===== src/rtl/u109_pkg.sv =====
// Shared definitions for the U109 burst buffer: state encoding and line geometry.
package u109_pkg;

  localparam int unsigned LINE_BEATS = 4;
  localparam int unsigned DW         = 32;

  typedef enum logic [1:0] {
    BB_IDLE  = 2'd0,
    BB_RD    = 2'd1,
    BB_WR    = 2'd2,
    BB_ABORT = 2'd3
  } bb_state_e;

endpackage


===== src/rtl/u109_line_ram.sv =====
// One-line register file: single write port, combinational CPU-side and PCI-side read ports.
module u109_line_ram #(
  parameter int unsigned Depth = 4,
  parameter int unsigned Width = 32
) (
  input  logic                     clk_i,
  input  logic                     rst_ni,
  input  logic                     we_i,
  input  logic [$clog2(Depth)-1:0] waddr_i,
  input  logic [Width-1:0]         wdata_i,
  input  logic [$clog2(Depth)-1:0] craddr_i,
  output logic [Width-1:0]         crdata_o,
  input  logic [$clog2(Depth)-1:0] praddr_i,
  output logic [Width-1:0]         prdata_o
);

  logic [Width-1:0] mem_q [Depth];

  // Synchronous clear so cpu_rdata/pci_wdata read back zero out of reset.
  always_ff @(posedge clk_i) begin
    if (!rst_ni) begin
      for (int i = 0; i < int'(Depth); i++) mem_q[i] <= '0;
    end else if (we_i) begin
      mem_q[waddr_i] <= wdata_i;
    end
  end

  assign crdata_o = mem_q[craddr_i];
  assign prdata_o = mem_q[praddr_i];

endmodule


===== src/rtl/u109_burst_buffer.sv =====
// Four-longword line buffer between the 68040 front end and the U109 PCI initiator.
module u109_burst_buffer #(
  parameter int unsigned DEPTH = u109_pkg::LINE_BEATS,
  parameter int unsigned DW    = u109_pkg::DW
) (
  input  logic          CLK40,
  input  logic          RESETn,
  input  logic          cyc_start,
  input  logic          cyc_rnw,
  input  logic          cyc_line,
  input  logic          tack_beat,
  input  logic [DW-1:0] cpu_wdata,
  output logic [DW-1:0] cpu_rdata,
  output logic          PCI_TACK,
  output logic          rd_ready,
  output logic          wr_ready,
  output logic          BURST,
  output logic          busy,
  output logic          tea_req,
  output logic          pci_start,
  output logic          pci_rnw,
  output logic [2:0]    pci_nbeats,
  input  logic          pci_rvalid,
  input  logic [DW-1:0] pci_rdata,
  output logic          pci_wvalid,
  output logic [DW-1:0] pci_wdata,
  input  logic          pci_wtake,
  input  logic          pci_done,
  input  logic          pci_abort
);
  import u109_pkg::*;

  localparam int unsigned AW = $clog2(DEPTH);

  bb_state_e  state_q;
  logic [2:0] nbeats_q, rx_cnt_q, beat_cnt_q, pci_cnt_q;
  logic       done_seen_q, tack_sent_q;
  logic       pci_tack_q, burst_q, tea_q, pci_start_q, pci_rnw_q;

  logic          in_rd, in_wr, exit_now, rx_push, beat_adv, wr_take;
  logic          ram_we;
  logic [AW-1:0] ram_waddr;
  logic [DW-1:0] ram_wdata;

  always_comb begin
    in_rd    = (state_q == BB_RD);
    in_wr    = (state_q == BB_WR);
    // Abort outranks every other event, including completion.
    exit_now = ((in_rd && (beat_cnt_q == nbeats_q)) || (in_wr && (pci_cnt_q == nbeats_q))) &&
               (done_seen_q || pci_done) && !pci_abort;
    rx_push  = in_rd && pci_rvalid && (rx_cnt_q < nbeats_q) && !pci_abort && !exit_now;
    beat_adv = (in_rd || in_wr) && tack_beat && (beat_cnt_q < nbeats_q) && !pci_abort &&
               !exit_now;
    wr_take  = in_wr && pci_wtake && (pci_cnt_q < beat_cnt_q);
    ram_we    = rx_push || (in_wr && beat_adv);
    ram_waddr = rx_push ? rx_cnt_q[AW-1:0] : beat_cnt_q[AW-1:0];
    ram_wdata = rx_push ? pci_rdata : cpu_wdata;
  end

  always_ff @(posedge CLK40) begin
    if (!RESETn) begin
      state_q     <= BB_IDLE;
      nbeats_q    <= 3'd0;
      rx_cnt_q    <= 3'd0;
      beat_cnt_q  <= 3'd0;
      pci_cnt_q   <= 3'd0;
      done_seen_q <= 1'b0;
      tack_sent_q <= 1'b0;
      pci_tack_q  <= 1'b0;
      burst_q     <= 1'b0;
      tea_q       <= 1'b0;
      pci_start_q <= 1'b0;
      pci_rnw_q   <= 1'b0;
    end else begin
      pci_tack_q  <= 1'b0;
      tea_q       <= 1'b0;
      pci_start_q <= 1'b0;
      unique case (state_q)
        BB_IDLE: begin
          if (cyc_start) begin
            pci_rnw_q   <= cyc_rnw;
            burst_q     <= cyc_line;
            nbeats_q    <= cyc_line ? 3'd4 : 3'd1;
            rx_cnt_q    <= 3'd0;
            beat_cnt_q  <= 3'd0;
            pci_cnt_q   <= 3'd0;
            done_seen_q <= 1'b0;
            tack_sent_q <= 1'b0;
            pci_start_q <= 1'b1;
            state_q     <= cyc_rnw ? BB_RD : BB_WR;
          end
        end
        BB_RD, BB_WR: begin
          if (pci_abort || exit_now) begin
            state_q     <= pci_abort ? BB_ABORT : BB_IDLE;
            tea_q       <= pci_abort;
            nbeats_q    <= 3'd0;
            rx_cnt_q    <= 3'd0;
            beat_cnt_q  <= 3'd0;
            pci_cnt_q   <= 3'd0;
            done_seen_q <= 1'b0;
            tack_sent_q <= 1'b0;
            burst_q     <= 1'b0;
          end else begin
            if (rx_push)  rx_cnt_q   <= rx_cnt_q + 3'd1;
            if (beat_adv) beat_cnt_q <= beat_cnt_q + 3'd1;
            if (wr_take)  pci_cnt_q  <= pci_cnt_q + 3'd1;
            if (pci_done) done_seen_q <= 1'b1;
            // Reads release the first beat once data lands; writes release it immediately.
            if (in_rd) begin
              pci_tack_q <= rx_push && (rx_cnt_q == 3'd0);
            end else begin
              pci_tack_q  <= !tack_sent_q;
              tack_sent_q <= 1'b1;
            end
          end
        end
        BB_ABORT: state_q <= BB_IDLE;
        default:  state_q <= BB_IDLE;
      endcase
    end
  end

  assign PCI_TACK   = pci_tack_q;
  assign BURST      = burst_q;
  assign tea_req    = tea_q;
  assign pci_start  = pci_start_q;
  assign pci_rnw    = pci_rnw_q;
  assign pci_nbeats = nbeats_q;
  assign busy       = (state_q != BB_IDLE);
  assign rd_ready   = in_rd && (beat_cnt_q >= 3'd1) && (rx_cnt_q > beat_cnt_q) &&
                      (beat_cnt_q < nbeats_q);
  assign wr_ready   = in_wr && (beat_cnt_q >= 3'd1) && (beat_cnt_q < nbeats_q);
  assign pci_wvalid = in_wr && (pci_cnt_q < beat_cnt_q);

  u109_line_ram #(
    .Depth (DEPTH),
    .Width (DW)
  ) u_line_ram (
    .clk_i    (CLK40),
    .rst_ni   (RESETn),
    .we_i     (ram_we),
    .waddr_i  (ram_waddr),
    .wdata_i  (ram_wdata),
    .craddr_i (beat_cnt_q[AW-1:0]),
    .crdata_o (cpu_rdata),
    .praddr_i (pci_cnt_q[AW-1:0]),
    .prdata_o (pci_wdata)
  );

endmodule


===== config.mk =====
export PLATFORM = sky130hd
export DESIGN_NAME = u109_burst_buffer
export DESIGN_NICKNAME = d
export VERILOG_FILES = /design/src/rtl/u109_pkg.sv /design/src/rtl/u109_line_ram.sv /design/src/rtl/u109_burst_buffer.sv
export SDC_FILE = /design/constraint.sdc
export NUM_CORES = 1
export LEC_CHECK = 0
export CAP_MARGIN = 10
export CORE_MARGIN = 10
export CORE_UTILIZATION = 31
export CTS_BUF_LIST = sky130_fd_sc_hd__clkbuf_8
export DETAILED_ROUTE_END_ITERATION = 12
export HOLD_SLACK_MARGIN = 0.03
export SLEW_MARGIN = 20
export SYNTH_ARGS = -nofsm -noshare
export SYNTH_HDL_FRONTEND = slang
export SYNTH_SLANG_ARGS = --single-unit

===== constraint.sdc =====
create_clock -name CLK40 -period 6.5 [get_ports CLK40]
set_input_delay 0.975 -clock CLK40 [delete_from_list [all_inputs] [get_ports CLK40]]
set_output_delay 0.975 -clock CLK40 [all_outputs]
set_load 0.05 [all_outputs]

# Word level (Yosys, flattened, before mapping)
# Memory sizes are Yosys's and may differ from the RTL's. A register that Yosys moved wholly into a read port is not among the register bits.
# Index checks and enable logic that the tools add are counted.
# classes
bitwise_logic	2
n_reduce_logical	47
magnitude_cmp	5
muxes	44
n_addsub	3
eq_ne	12
# op_table
op	count
$mux W32	2
$reduce_or A32 Y1	1
$mux W3	10
$pmux W3 S2	4
$logic_and A1 B1 Y1	22
$reduce_and A3 Y1	7
$mux W2	10
$ne A3 B3 Y1 const B	5
$mux W1	14
$add A3 B1 Y3 const B	3
$lt A3 B3 Y1	3
$eq A3 B3 Y1	2
$pmux W1 S2	3
$pmux W2 S3	1
$reduce_and A2 Y1	3
$logic_or A1 B1 Y1	5
$eq A2 B2 Y1 const B	2
$ne A2 B2 Y1 const B	2
$reduce_bool A2 Y1	2
$ge A3 B1 Y1 const B	1
$gt A3 B3 Y1	1
$logic_not A1 Y1	3
$logic_not A3 Y1	1
$reduce_or A3 Y1	1
other kinds (4)	5
# word_totals
mem_bits_rw	128
in_bits	74
reg_bits	21
memories	1
# mem_list
name	words	word_bits	read_ports	rd_ports_with_merged_regs	write_ports	line	text
u_line_ram.mem_q	4	32	2	2	4	u109_line_ram.sv:17	logic [Width-1:0] mem_q [Depth];

# Logic depth before layout (Yosys ltp)
# depth
word_depth	14
depth_mapped	9

# Hierarchy
# Synthesis repeated with hierarchy kept, for this count alone.
# unflattened
cells_unflattened	554
hier_area_um2	8134.1
# modules_own_cells
mod	seq_area_each_um2	cells_per_inst	instances	area_each_um2
u109_line_ram	3843.7	362	1	6423.7
u109_burst_buffer	380.4	192	1	1710.4

# Worst setup path before layout
# Ideal clock, no wire load.
# synth_path
path_kind	reg2reg
startpoint	reg, netlist name BURST
endpoint	mem u_line_ram.mem_q[3][0] (enable)
required_ns	5.989
arrival_time_ns	5.258
setup_ns	0.511
n_path_buf	1
period_less_slack_ns	5.769
slack_ns	0.731
path_stages_with_launch	8
cell_sequence	dfxtp_1 -> inv_1 -> ha_1 -> buf_2 -> and4b_1 -> a21oi_1 -> nand2_1 -> o41ai_1
# synth_rtl
element	line
end: declaration	u109_line_ram.sv:17

# Final worst setup path
# layout_path
startpoint	reg beat_cnt_q[0]
endpoint	out rd_ready
# layout_between
elab_chain_len	4
elab_cells_between_ends	6
# layout_lines
element	line	text
start: declaration	u109_burst_buffer.sv:36	logic [2:0] nbeats_q, rx_cnt_q, beat_cnt_q, pci_cnt_q;
start signal: assignment	u109_burst_buffer.sv:106	if (beat_adv) beat_cnt_q <= beat_cnt_q + 3'd1;
$ge A3 B1 Y1	u109_burst_buffer.sv:131	assign rd_ready = in_rd && (beat_cnt_q >= 3'd1) && (rx_cnt_q > beat_cnt_q) &&
$logic_and A1 B1 Y1 (2 in series)	u109_burst_buffer.sv:131	
$logic_and A1 B1 Y1 *	u109_burst_buffer.sv:131	
end: declaration	u109_burst_buffer.sv:15	output logic rd_ready,
# Every way passes the cells marked *; elsewhere a longest branch is shown, timed or not.

==> results by group <==
Pwr
  – Power Internal: about 1.7 mW
  – Reg power frac: a little under half
  – Maximum VDD drop: ~0.19 mV
  – P per Cell Area: between 200 and 250 nW/um^2
  – Net Switching: ~0.78 mW
  – Leakage Power: 3.41 nW
  – Comb power frac: between 20% and 30%
  – Sw Ratio: about 31%
  – Clock power frac: about 34%

Run
  – Max Cap Viol: 0

STA
  – Relative slew margins: 35.1%
  – Hold WS: between 400 and 500 ps
  – Final period util: 63.0%
  – RSZ-0062 raised after global routing: no
  – Count of pins over their slew limit: 0
  – Final setup violation count: 0
  – Fmax: 244 MHz
  – Worst-Margin Slew: about 1000 ps
  – Final min period: 4100 ps
  – Final Hold Viols: 0
  – Worst clock skew: between 10 and 15 ps
  – Setup Total Neg Slack: 0 ps

Route
  – Top routing layer used: met5
  – Vias: approximately 7000
  – Drt via density: approximately 5.5
  – First-pass DRT Iterations: 5
  – Routed wire per std cell: around 22 um
  – WL met3: about 2000 um
  – Metal2 WL: between 10000 and 15000 um
  – Initial DRC Count: 679
  – Wl on met1: roughly 11000 um
  – Total Wirelength: approximately 28000 um
  – # DRC: 0
  – DRT antenna net count: 0

Critical path
  – Setup crit start kind: flop
  – CP Max Fanout: 10
  – Critical setup path kind: reg2out
  – WP data arrival: ~3100 ps
  – Required time of the critical path: 5520 ps
  – Worst-path cell chain: inv_1, ha_1, nand2b_1, a211oi_1, nand3_1, nor2_1, clkdlybuf4s50_1
  – CP peak stage delay: between 800 and 900 ps
  – CP max stage cell: clkdlybuf4s50_1
  – Crit end category: output pin

Synthesis
  – Post-Synthesis Cells: 732
  – Multiplexer share of the synthesized area: 16.6%
  – Seq cells post-synth: roughly 150
  – Synth Area in Simple Gates: between 10% and 20%
  – Syn_area_per_cell: ~12 um^2
  – Synthesized area: around 9000 um^2
  – Post-Synth Adder-Cell Area: 2.37%
  – Synth Area in XOR/XNOR: less than 1%
  – Compound-Gate Fraction of Synth Area: between 10% and 20%
  – Synth warn: 0
  – Post-synth net total: 823
  – Yosys cell types: 54
  – Largest family of logic cells by synthesized area: compound AO/OA/AOI/OAI gates
  – Sequential share of the synthesized area: between 40% and 50%

Clocking
  – CTS tree: done
  – Clock sink count: between 150 and 200
  – Buffer depth of the longest clock path: 2
  – CTS buffer count: 17
  – Post-CTS Setup Bufs: 0
  – Clk_lat worst skew: around 460 ps
  – Clock transition at the registers of the reported paths: approximately 90 ps
  – Clk root buf: clkbuf_8
  – # hold bufs at CTS: 0
  – CTS H-tree depth: 4
  – Post-cts resize count: 0

Place
  – IO Port Bufs: between 100 and 150
  – GP Congestion: around 0.80
  – Dpl cells: approximately 1200
  – DP HPWL: 18500 um

GRT
  – Initial antenna violation count: 5
  – Largest net degree at the start of global routing: a little over 70
  – Vias in the first global route: 6974
  – Total GRT Usage: 14.9%
  – Total grt overflow: 0
  – Wire length of the first global-routing pass: between 40000 and 50000 um

Die
  – Initial core utilization: about a third
  – Die Height: 190 um
  – IO Pins: 150
  – Full die area: ~36000 um^2
  – Chip Width: around 190 um
  – Rows: between 60 and 70
  – Core area: between 20000 and 30000 um^2

Cells and area
  – Layout cell share with drive strength beyond 1: between 10% and 20%
  – Layout overhead on the synthesized area: 25.8%
  – Nets@finish: a little over 900
  – Layout fillers: around 2700
  – Fin cells: 1241

Worst hold path
  – Min-delay worst type: reg2reg

Run status
  – Run status: complete, no violations
-- path summary, 6_finish.rpt --
path                                     from                 endpoint  slack [ps]  cells past startpoint
worst min-delay path              tack_sent_q              tack_sent_q         470                      2
worst max register to register  beat_cnt_q[0]  u_line_ram.mem_q[0][30]        2910                      8
worst min register to register    tack_sent_q              tack_sent_q         470                      2
worst max-delay path            beat_cnt_q[0]                 rd_ready        2400                      7
-- per-layer routing --
metal  track usage [%]  vias up
met3              4.91       29
met5                 0        -
met4              3.85        6
met1              17.9     3489
li1                  -     3145
met2              25.0      218
-- per-stage QoR --
| step | cell area (um^2) | worst slack [ps] | power, mW | utilization, % |
|---|---|---|---|---|
| after floorplan | 8980 | 731 | 1.47 | - |
| after global placement | 10800 | 2230 | 1.66 | 37.7 |
| after detailed placement | 10800 | 2130 | 1.67 | 37.8 |
| after CTS | 11300 | 2350 | 2.49 | 39.3 |
| after global routing | 11300 | 2190 | 2.57 | 39.4 |
| final | 11300 | 2400 | 2.48 | 39.5 |
-- cells in the mapped netlist (all sizes together) --
cell type,instances,area [um^2]
buf,45,254
a21oi,40,200
a211o,2,17.5
o21ai,5,25.0
o41ai,1,8.76
a21o,3,22.5
o22ai,6,37.5
o2111ai,2,17.5
and2,3,18.8
edfxtp,128,3840
o211ai,1,7.51
mux2,1,11.3
nor2b,3,18.8
a2111oi,3,70.1
nand4b,1,8.76
a41oi,1,27.5
or2,2,12.5
nand4,3,18.8
nand2,79,297
dfxtp,23,460
or3b,1,8.76
mux4,64,1440
and3,3,18.8
ha,17,213
inv,22,82.6
nand3,46,230
and4b,1,10.0
o211a,1,10.0
nor2,68,255
nor4,3,25.0
o311ai,1,8.76
a31oi,6,37.5
a32oi,65,569
xnor2,2,17.5
nand3b,3,26.3
a211oi,37,448
nand2b,2,12.5
o32ai,2,17.5
clkbuf,28,105
conb,1,3.75
mux2i,4,40.0
a2bb2oi,1,8.76
a21boi,1,7.51
nor3,1,5.00
-- registers in the layout, summed over array words and instances (netlist names), named ones only --
name / cells
u_line_ram.mem_q: 128
beat_cnt_q: 3
pci_cnt_q: 3
rx_cnt_q: 3
state_q: 2
BURST: 1
PCI_TACK: 1
done_seen_q: 1
pci_nbeats: 1
pci_rnw: 1
pci_start: 1
tack_sent_q: 1
tea_req: 1
-- final cells by class --
class,instances,area [um^2],area share [%]
multi-input combinational,486,4330,38.3
sequential,151,4310,38.1
timing repair buffer,164,1640,14.5
tap,384,480,4.25
clock buffer,17,234,2.07
clock inverter,15,215,1.91
inverter,22,82.6,0.731
antenna,2,5.00,0.0443
-- critical path: cells and delay by family (launching register included) --
kind | cells | cell delay [ps]
fa+ha+maj | 1 | 200
simple gates | 3 | 490
buf+inv | 2 | 1120
flops | 1 | 470
compound gates | 1 | 380
-- cell usage in the layout, fill, tap and decap left out, drive strengths merged, types with 4 or more instances in the layout --
| cell type | netlist | routed |
|---|---|---|
| a211oi | 37 | 37 |
| a21oi | 40 | 40 |
| o22ai | 6 | 6 |
| a32oi | 65 | 65 |
| buf | 45 | 16 |
| ha | 17 | 17 |
| nand2 | 79 | 79 |
| bufinv | 0 | 4 |
| a31oi | 6 | 6 |
| clkbuf | 28 | 17 |
| o21ai | 5 | 5 |
| edfxtp | 128 | 128 |
| nand3 | 46 | 46 |
| dfxtp | 23 | 23 |
| nor2 | 68 | 68 |
| mux2i | 4 | 4 |
| inv | 22 | 30 |
| clkdlybuf4s50 | 0 | 148 |
| mux4 | 64 | 64 |
-- kinds of logic (layout without fill, tap and decap cells) --
kind of cell,Yosys count,after routing
buffers and inverters,95,218
AO/OA/AOI/OAI,178,178
flip-flops,151,151
other,1,3
adder cells (fa/ha/maj),17,17
multiplexers,69,69
AND/OR/NAND/NOR,219,219
XOR/XNOR,2,2
-- power by group through the flow --
stage	sequential, mW	combinational, mW	clock [mW]
6_report	1.12	0.532	0.828
5_1_grt	1.12	0.567	0.880
4_1_cts	1.12	0.533	0.841
3_5_place_dp	1.14	0.531	0
3_3_place_gp	1.14	0.527	0
2_1_floorplan	1.15	0.320	0
(Power assumes the default switching activity.)
